==> src/rtl/uart_rx_fifo_core.sv <==
// uart_rx_fifo_core: oversampled UART receiver feeding a first-word-fall-through FIFO of
// {frm_err, par_err, data}, with trigger and RTS flow control. Optional char timeout: UART_RX_TIMEOUT_EN.
module uart_rx_fifo_core #(
  parameter int DATA_W     = 8,
  parameter int OSR        = 16,
  parameter int FIFO_DEPTH = 16,
  parameter int RTS_MARGIN = 2
) (
  input  logic                          clk,
  input  logic                          rst,
  input  logic                          baud_tick,
  input  logic                          rxd,
  input  logic [3:0]                    cfg_data_bits,
  input  logic                          cfg_parity_en,
  input  logic                          cfg_parity_odd,
  input  logic [$clog2(FIFO_DEPTH):0]   cfg_trig_lvl,
  input  logic                          rd_ready,
  output logic                          rd_valid,
  output logic [DATA_W-1:0]             rd_data,
  output logic                          rd_par_err,
  output logic                          rd_frm_err,
  output logic                          overrun,
  output logic                          rx_trig_o,
  output logic                          rts,
  output logic                          rx_timeout_o
);

  localparam int PTR_W = $clog2(FIFO_DEPTH);
  localparam int CNT_W = PTR_W + 1;
  localparam int TCK_W = $clog2(OSR);
  localparam int BIT_W = $clog2(DATA_W + 1);
  localparam int ENT_W = DATA_W + 2;

  typedef enum logic [2:0] {S_IDLE, S_START, S_DATA, S_PARITY, S_STOP} state_t;

  logic              r_rxd_meta, r_rxd_sync, r_rxd_prev;
  state_t            r_state;
  logic [TCK_W-1:0]  r_tick_cnt;
  logic [BIT_W-1:0]  r_bit_idx;
  logic [DATA_W-1:0] r_shift;
  logic [BIT_W-1:0]  r_nbits;
  logic              r_par_en, r_par_odd, r_par_err;

  logic [ENT_W-1:0]  r_mem [FIFO_DEPTH];
  logic [PTR_W-1:0]  r_wr_ptr, r_rd_ptr;
  logic [CNT_W-1:0]  r_count;
  logic              r_overrun, r_trig, r_rts;

  logic [BIT_W-1:0]  w_nbits_clamped;
  logic              w_tick_wrap, w_push, w_pop, w_full, w_wr;
  logic [DATA_W-1:0] w_data;
  logic [ENT_W-1:0]  w_wdata, w_head;
  logic [CNT_W-1:0]  w_count_next, w_trig_lvl;

  always_ff @(posedge clk or posedge rst) begin
    if (rst) begin
      r_rxd_meta <= 1'b1;
      r_rxd_sync <= 1'b1;
      r_rxd_prev <= 1'b1;
    end else begin
      r_rxd_meta <= rxd;
      r_rxd_sync <= r_rxd_meta;
      r_rxd_prev <= r_rxd_sync;
    end
  end

  always_comb begin
    w_nbits_clamped = BIT_W'(cfg_data_bits);
    if (cfg_data_bits < 4'd5)
      w_nbits_clamped = BIT_W'(5);
    else if (int'(cfg_data_bits) > DATA_W)
      w_nbits_clamped = BIT_W'(DATA_W);
  end

  // START samples at mid-bit (OSR/2), all later bits one full bit period apart.
  assign w_tick_wrap = baud_tick && (r_tick_cnt == ((r_state == S_START) ?
                       TCK_W'(OSR/2 - 1) : TCK_W'(OSR - 1)));
  assign w_push  = (r_state == S_STOP) && w_tick_wrap;
  assign w_data  = r_shift >> (BIT_W'(DATA_W) - r_nbits);
  assign w_wdata = {~r_rxd_sync, r_par_err, w_data};

  always_ff @(posedge clk or posedge rst) begin
    if (rst) begin
      r_state    <= S_IDLE;
      r_tick_cnt <= '0;
      r_bit_idx  <= '0;
      r_shift    <= '0;
      r_nbits    <= BIT_W'(DATA_W);
      r_par_en   <= 1'b0;
      r_par_odd  <= 1'b0;
      r_par_err  <= 1'b0;
    end else begin
      if (r_state != S_IDLE && baud_tick)
        r_tick_cnt <= w_tick_wrap ? '0 : r_tick_cnt + TCK_W'(1);
      case (r_state)
        S_IDLE: begin
          // Falling edge only, so a stop bit held low cannot re-trigger a frame.
          if (r_rxd_prev && !r_rxd_sync) begin
            r_state    <= S_START;
            r_tick_cnt <= '0;
            r_bit_idx  <= '0;
            r_shift    <= '0;
            r_nbits    <= w_nbits_clamped;
            r_par_en   <= cfg_parity_en;
            r_par_odd  <= cfg_parity_odd;
            r_par_err  <= 1'b0;
          end
        end
        S_START: if (w_tick_wrap) r_state <= r_rxd_sync ? S_IDLE : S_DATA;
        S_DATA: begin
          if (w_tick_wrap) begin
            r_shift   <= {r_rxd_sync, r_shift[DATA_W-1:1]};
            r_bit_idx <= r_bit_idx + BIT_W'(1);
            if (r_bit_idx == r_nbits - BIT_W'(1))
              r_state <= r_par_en ? S_PARITY : S_STOP;
          end
        end
        S_PARITY: begin
          if (w_tick_wrap) begin
            r_par_err <= ((^r_shift) ^ r_rxd_sync) != r_par_odd;
            r_state   <= S_STOP;
          end
        end
        S_STOP:  if (w_tick_wrap) r_state <= S_IDLE;
        default: r_state <= S_IDLE;
      endcase
    end
  end

  assign rd_valid   = (r_count != '0);
  assign w_pop      = rd_valid && rd_ready;
  assign w_full     = (r_count == CNT_W'(FIFO_DEPTH));
  assign w_wr       = w_push && (!w_full || w_pop);
  assign w_head     = r_mem[r_rd_ptr];
  assign w_trig_lvl = (cfg_trig_lvl == '0) ? CNT_W'(1) : cfg_trig_lvl;
  assign {rd_frm_err, rd_par_err, rd_data} = rd_valid ? w_head : '0;

  always_comb begin
    w_count_next = r_count;
    if (w_wr && !w_pop)
      w_count_next = r_count + CNT_W'(1);
    else if (!w_wr && w_pop)
      w_count_next = r_count - CNT_W'(1);
  end

  always_ff @(posedge clk) begin
    if (w_wr)
      r_mem[r_wr_ptr] <= w_wdata;
  end

  always_ff @(posedge clk or posedge rst) begin
    if (rst) begin
      r_wr_ptr  <= '0;
      r_rd_ptr  <= '0;
      r_count   <= '0;
      r_overrun <= 1'b0;
      r_trig    <= 1'b0;
      r_rts     <= 1'b1;
    end else begin
      if (w_wr)  r_wr_ptr <= r_wr_ptr + PTR_W'(1);
      if (w_pop) r_rd_ptr <= r_rd_ptr + PTR_W'(1);
      r_count   <= w_count_next;
      r_overrun <= w_push && w_full && !w_pop;
      r_trig    <= (w_count_next >= w_trig_lvl);
      r_rts     <= !(w_count_next > CNT_W'(FIFO_DEPTH - RTS_MARGIN));
    end
  end

  assign overrun   = r_overrun;
  assign rx_trig_o = r_trig;
  assign rts       = r_rts;

`ifdef UART_RX_TIMEOUT_EN
  localparam int TO_W = $clog2(4 * (DATA_W + 3) * OSR + 1);

  logic [TO_W-1:0] r_to_cnt;
  logic            r_timeout;
  logic [TO_W-1:0] w_to_limit;

  // Four character times of the most recently framed format.
  assign w_to_limit = TO_W'((int'(r_nbits) + 2 + int'(r_par_en)) * 4 * OSR);

  always_ff @(posedge clk or posedge rst) begin
    if (rst) begin
      r_to_cnt  <= '0;
      r_timeout <= 1'b0;
    end else if (w_wr || w_pop || !rd_valid) begin
      r_to_cnt <= '0;
      if (w_pop || !rd_valid) r_timeout <= 1'b0;
    end else if (r_state == S_IDLE && baud_tick && !r_timeout) begin
      r_to_cnt <= r_to_cnt + TO_W'(1);
      if (r_to_cnt == w_to_limit - TO_W'(1)) r_timeout <= 1'b1;
    end
  end

  assign rx_timeout_o = r_timeout;
`else
  assign rx_timeout_o = 1'b0;
`endif

endmodule

==> config.mk <==
export PLATFORM = sky130hd
export DESIGN_NAME = uart_rx_fifo_core
export DESIGN_NICKNAME = d
export VERILOG_FILES = /design/src/rtl/uart_rx_fifo_core.sv
export SDC_FILE = /design/constraint.sdc
export NUM_CORES = 1
export LEC_CHECK = 0
export CAP_MARGIN = 20
export CORE_ASPECT_RATIO = 0.7
export CORE_MARGIN = 3
export CORE_UTILIZATION = 51
export DETAILED_ROUTE_END_ITERATION = 6
export PLACE_DENSITY = 0.68
export SLEW_MARGIN = 5
export SYNTH_ARGS = -nofsm -noshare
export SYNTH_HDL_FRONTEND = slang
export SYNTH_SLANG_ARGS = --single-unit
==> constraint.sdc <==
create_clock -name clk -period 4.1 [get_ports clk]
set_clock_uncertainty 0.1 [all_clocks]
set_input_delay 0.615 -clock clk [delete_from_list [all_inputs] [get_ports clk]]
set_output_delay 0.615 -clock clk [all_outputs]
set_load 0.01 [all_outputs]
==> flow_metrics.py <==
metrics = {
    "clock_tree": {
        "numCtsBuffers": 20,
        "cts.clk_slew.worst_paths_ps": 60,
        "clk_latency_ps": 480,
        "ctsHoldBuffers": 0,
        "cts_sinks": 205,
        "cts_tree": "built",
        "cts_max_path_buffers": 3,
        "ctsResizeCount": 0,
        "root_buffer": "clkbuf_16",
        "htree_levels": 1,
        "postCtsSetupRepairBufs": 0,
    },
    "yosys": {
        "yosys.area.top_type": "edfxtp_1",
        "ys_seq_elements": 205,
        "yosysTopAreaCellShare_pct": 53.9,
        "yosys_warnings": 0,
        "syn-mean-instance-area_um2": 16.1,
        "synth_cell_types": 49,
        "synth.yosys.seq_area_share_pct": 66.6,
        "synth_area_leaders": "edfxtp_1 54%, mux4_2 14%, dfrtp_1 11%, nand2_1 2.3%, xnor2_1 2.2%",
        "synth_cells": 553,
        "synth_edf_count": 160,
        "ys_async_sr_fraction_pct": 22.0,
        "ys.flop_type": "edfxtp_1",
        "synth_nets": 583,
        "synth_area_mm2": 0.00891,
    },
    "routing": {
        "avgRoutedWirePerCell_um": 21.1,
        "routed_wl_mm": 17.6,
        "vias_per_cell": 5.80,
        "drt-initial-drc-count": 487,
        "drc": 0,
        "num_vias": 4840,
        "ant_nets": 0,
        "first_pass_iters": 5,
    },
    "critical_path": {
        "crit_start": "r_rd_ptr[1]",
        "end_kind": "output port",
        "crit_cells": 5,
        "max_stage_delay_ps": 500,
        "cp-endpoint": "rd_frm_err",
        "cp_slowest_cell": "buf_4",
        "worst_path_most_repeated_cell": "mux4_2",
        "worstPathArrival_ps": 2960,
        "required_ps": 3380,
        "crit_type": "reg2out",
        "r2r-end": "rx_trig_o",
        "crit_chain": "buf_4 > mux4_2 > mux4_2 > and2_1 > clkdlybuf4s50_1",
        "reg2reg_slack_ps": 570,
        "path_delay_family": "buffers and inverters",
        "cp-start-kind": "flop",
        "ff2ff_path_depth": 15,
        "r2r_start": "r_count[0]",
        "crit_buf_inv": 2,
        "cp_max_fo": 43,
    },
    "cells_and_area": {
        "area_growth_pct": 14.7,
        "final_nets": 630,
        "filler_cell_count": 1188,
        "layout-drive-gt1-share_pct": 20.7,
        "antenna_cells": 0,
    },
    "floorplan": {
        "start_util_pct": 53.3,
        "fp.dieH_um": 117,
        "rows": 39,
        "fp.dieW_um": 164,
        "io_pins": 31,
        "core-area_mm2": 0.0167,
        "die-area_mm2": 0.0191,
    },
    "sta": {
        "fin_crit_sh_pct": 89.6,
        "setup_slack_ps": 425,
        "period_needed_ps": 3670,
        "finalHoldViolations": 0,
        "maxSlewHeadroom_pct": 47.4,
        "slew_violations": 0,
        "grt_setup_unrepaired": "false",
        "setup_viol_count_final": 0,
        "tightest_slew_ps": 788,
        "fmax_mhz": 272,
        "tns_ps": 0,
    },
    "worst_hold_path": {
        "min_path_type": "reg2reg",
    },
    "global_routing": {
        "track_usage_pct": 19.3,
        "antenna_found_initial": 0,
        "grt_pass1_vias": 4890,
        "grt_overflow": 0,
        "grt_max_degree": 46,
        "grt_first_pass_wirelength_mm": 27.9,
    },
    "pwr": {
        "power.leakage_nw": 3.61,
        "power_density_mw_per_mm2": 673,
        "peakVddDrop_uv": 388,
    },
    "placement": {
        "port_buffers": 29,
        "place_congestion": 0.790,
        "post-dp-hpwl_mm": 11.6,
        "pre_cts_ws_ps": 362,
    },
    "run": {
        "drv_cap": 0,
    },
    "outcome": {
        "outcome": "finished clean",
    },
}
cell families (layout without fill, tap and decap cells):
group	after synthesis	count (layout)	synth area share, %
flops	205	205	66.6
simple gates	146	146	8.18
mux	63	63	14.7
buf+inv	48	104	2.23
compound gates	46	46	3.24
xor+xnor	30	30	3.03
fa+ha+maj	14	14	1.96
other cells	1	1	0.0421
worst register-to-register path: stages (launching register included):
cell	delay [ps]
dfrtp_1	460
inv_1	110
ha_1	150
or4b_4	560
o21ai_0	160
and2_1	240
nor2_1	70
xnor2_1	200
inv_1	70
ha_1	280
nor2_1	40
a211oi_1	330
and4b_1	240
a221oi_1	210
o2111ai_1	150
nand2_1	70
layout make-up:
| type | count | area (µm²) | share of cell area [%] |
|---|---|---|---|
| Tap cell | 225 | 282 | 2.75 |
| Clock inverter | 9 | 100 | 0.979 |
| Sequential cell | 205 | 5940 | 58.1 |
| Clock buffer | 22 | 529 | 5.18 |
| Timing Repair Buffer | 52 | 488 | 4.77 |
| Inverter | 21 | 78.8 | 0.771 |
| Multi-Input combinational cell | 300 | 2810 | 27.5 |
synth_stat cells, types with 7 or more instances:
| master | count |
|---|---|
| edfxtp_1 | 160 |
| nand2_1 | 55 |
| mux4_2 | 54 |
| dfrtp_1 | 40 |
| nor2_1 | 22 |
| xnor2_1 | 22 |
| and2_1 | 21 |
| inv_1 | 21 |
| o21ai_0 | 18 |
| clkbuf_1 | 17 |
| ha_1 | 14 |
| a21oi_1 | 11 |
| nand3_1 | 8 |
| xor2_1 | 7 |
cells in the final DEF, fill, tap and decap left out, drive strengths merged, types with 2 or more instances in the layout:
cell / Yosys / layout
a211oi: 3 / 3
a21oi: 11 / 11
a31oi: 3 / 3
and2: 21 / 21
and3: 3 / 3
buf: 10 / 23
bufinv: 0 / 2
clkbuf: 17 / 22
clkdlybuf4s50: 0 / 29
clkinv: 0 / 6
dfrtp: 40 / 40
dfstp: 5 / 5
edfxtp: 160 / 160
ha: 14 / 14
inv: 21 / 21
mux2: 4 / 4
mux2i: 5 / 5
mux4: 54 / 54
nand2: 55 / 55
nand2b: 4 / 4
nand3: 8 / 8
nand4: 4 / 4
nor2: 23 / 23
nor2b: 4 / 4
nor3: 7 / 7
nor3b: 2 / 2
nor4: 6 / 6
o21ai: 18 / 18
o31ai: 2 / 2
o32ai: 2 / 2
o41ai: 2 / 2
or3: 4 / 4
xnor2: 23 / 23
xor2: 7 / 7
power breakdown:
group / switching (mW) / internal, mW / total (mW) / leakage, nW
logic: 1.15 / 1.21 / 2.36 / 1.23
clock network: 0.727 / 1.05 / 1.78 / 0.303
registers: 0.245 / 2.50 / 2.74 / 2.07
total: 2.12 / 4.76 / 6.88 / 3.61
state kept, by name (all words and copies together), names as in the netlist:
name	flops
r_par_odd	1
r_rxd_prev	1
r_mem	160
r_wr_ptr	4
r_shift	8
r_par_err	1
r_bit_idx	4
r_par_en	1
rts	1
r_tick_cnt	4
rx_trig_o	1
r_rd_ptr	4
overrun	1
r_count	5
r_nbits	4
r_state	3
r_rxd_sync	1
r_rxd_meta	1
worst min path at each step:
| stage | end | from | cells past startpoint |
|---|---|---|---|
| after floorplan | r_rxd_sync | r_rxd_meta | 0 |
| after global placement | r_rxd_sync | r_rxd_meta | 0 |
| after detailed placement | r_rxd_sync | r_rxd_meta | 0 |
| after CTS | r_rxd_sync | r_rxd_meta | 0 |
| after global routing | r_rxd_sync | r_rxd_meta | 0 |
| final | r_rxd_sync | r_rxd_meta | 0 |
metal layers:
metal	vias up	global-route usage, %	wire (µm)
met2	136	30.0	8110
met5	-	0	0
met1	2485	29.5	8200
li1	2196	-	-
met4	0	3.72	277
met3	23	3.30	1030
stage by stage:
step	utilization, %	std cells	total power [mW]	area (µm²)	hold WS, ps
final	61.1	834	6.88	10200	256
after global routing	61.1	834	7.26	10200	264
after CTS	61.0	833	6.95	10200	258
after detailed placement	57.2	802	5.16	9580	249
after global placement	57.2	802	5.09	9580	247
after floorplan	-	553	4.39	8910	245
(Power assumes the default switching activity.)
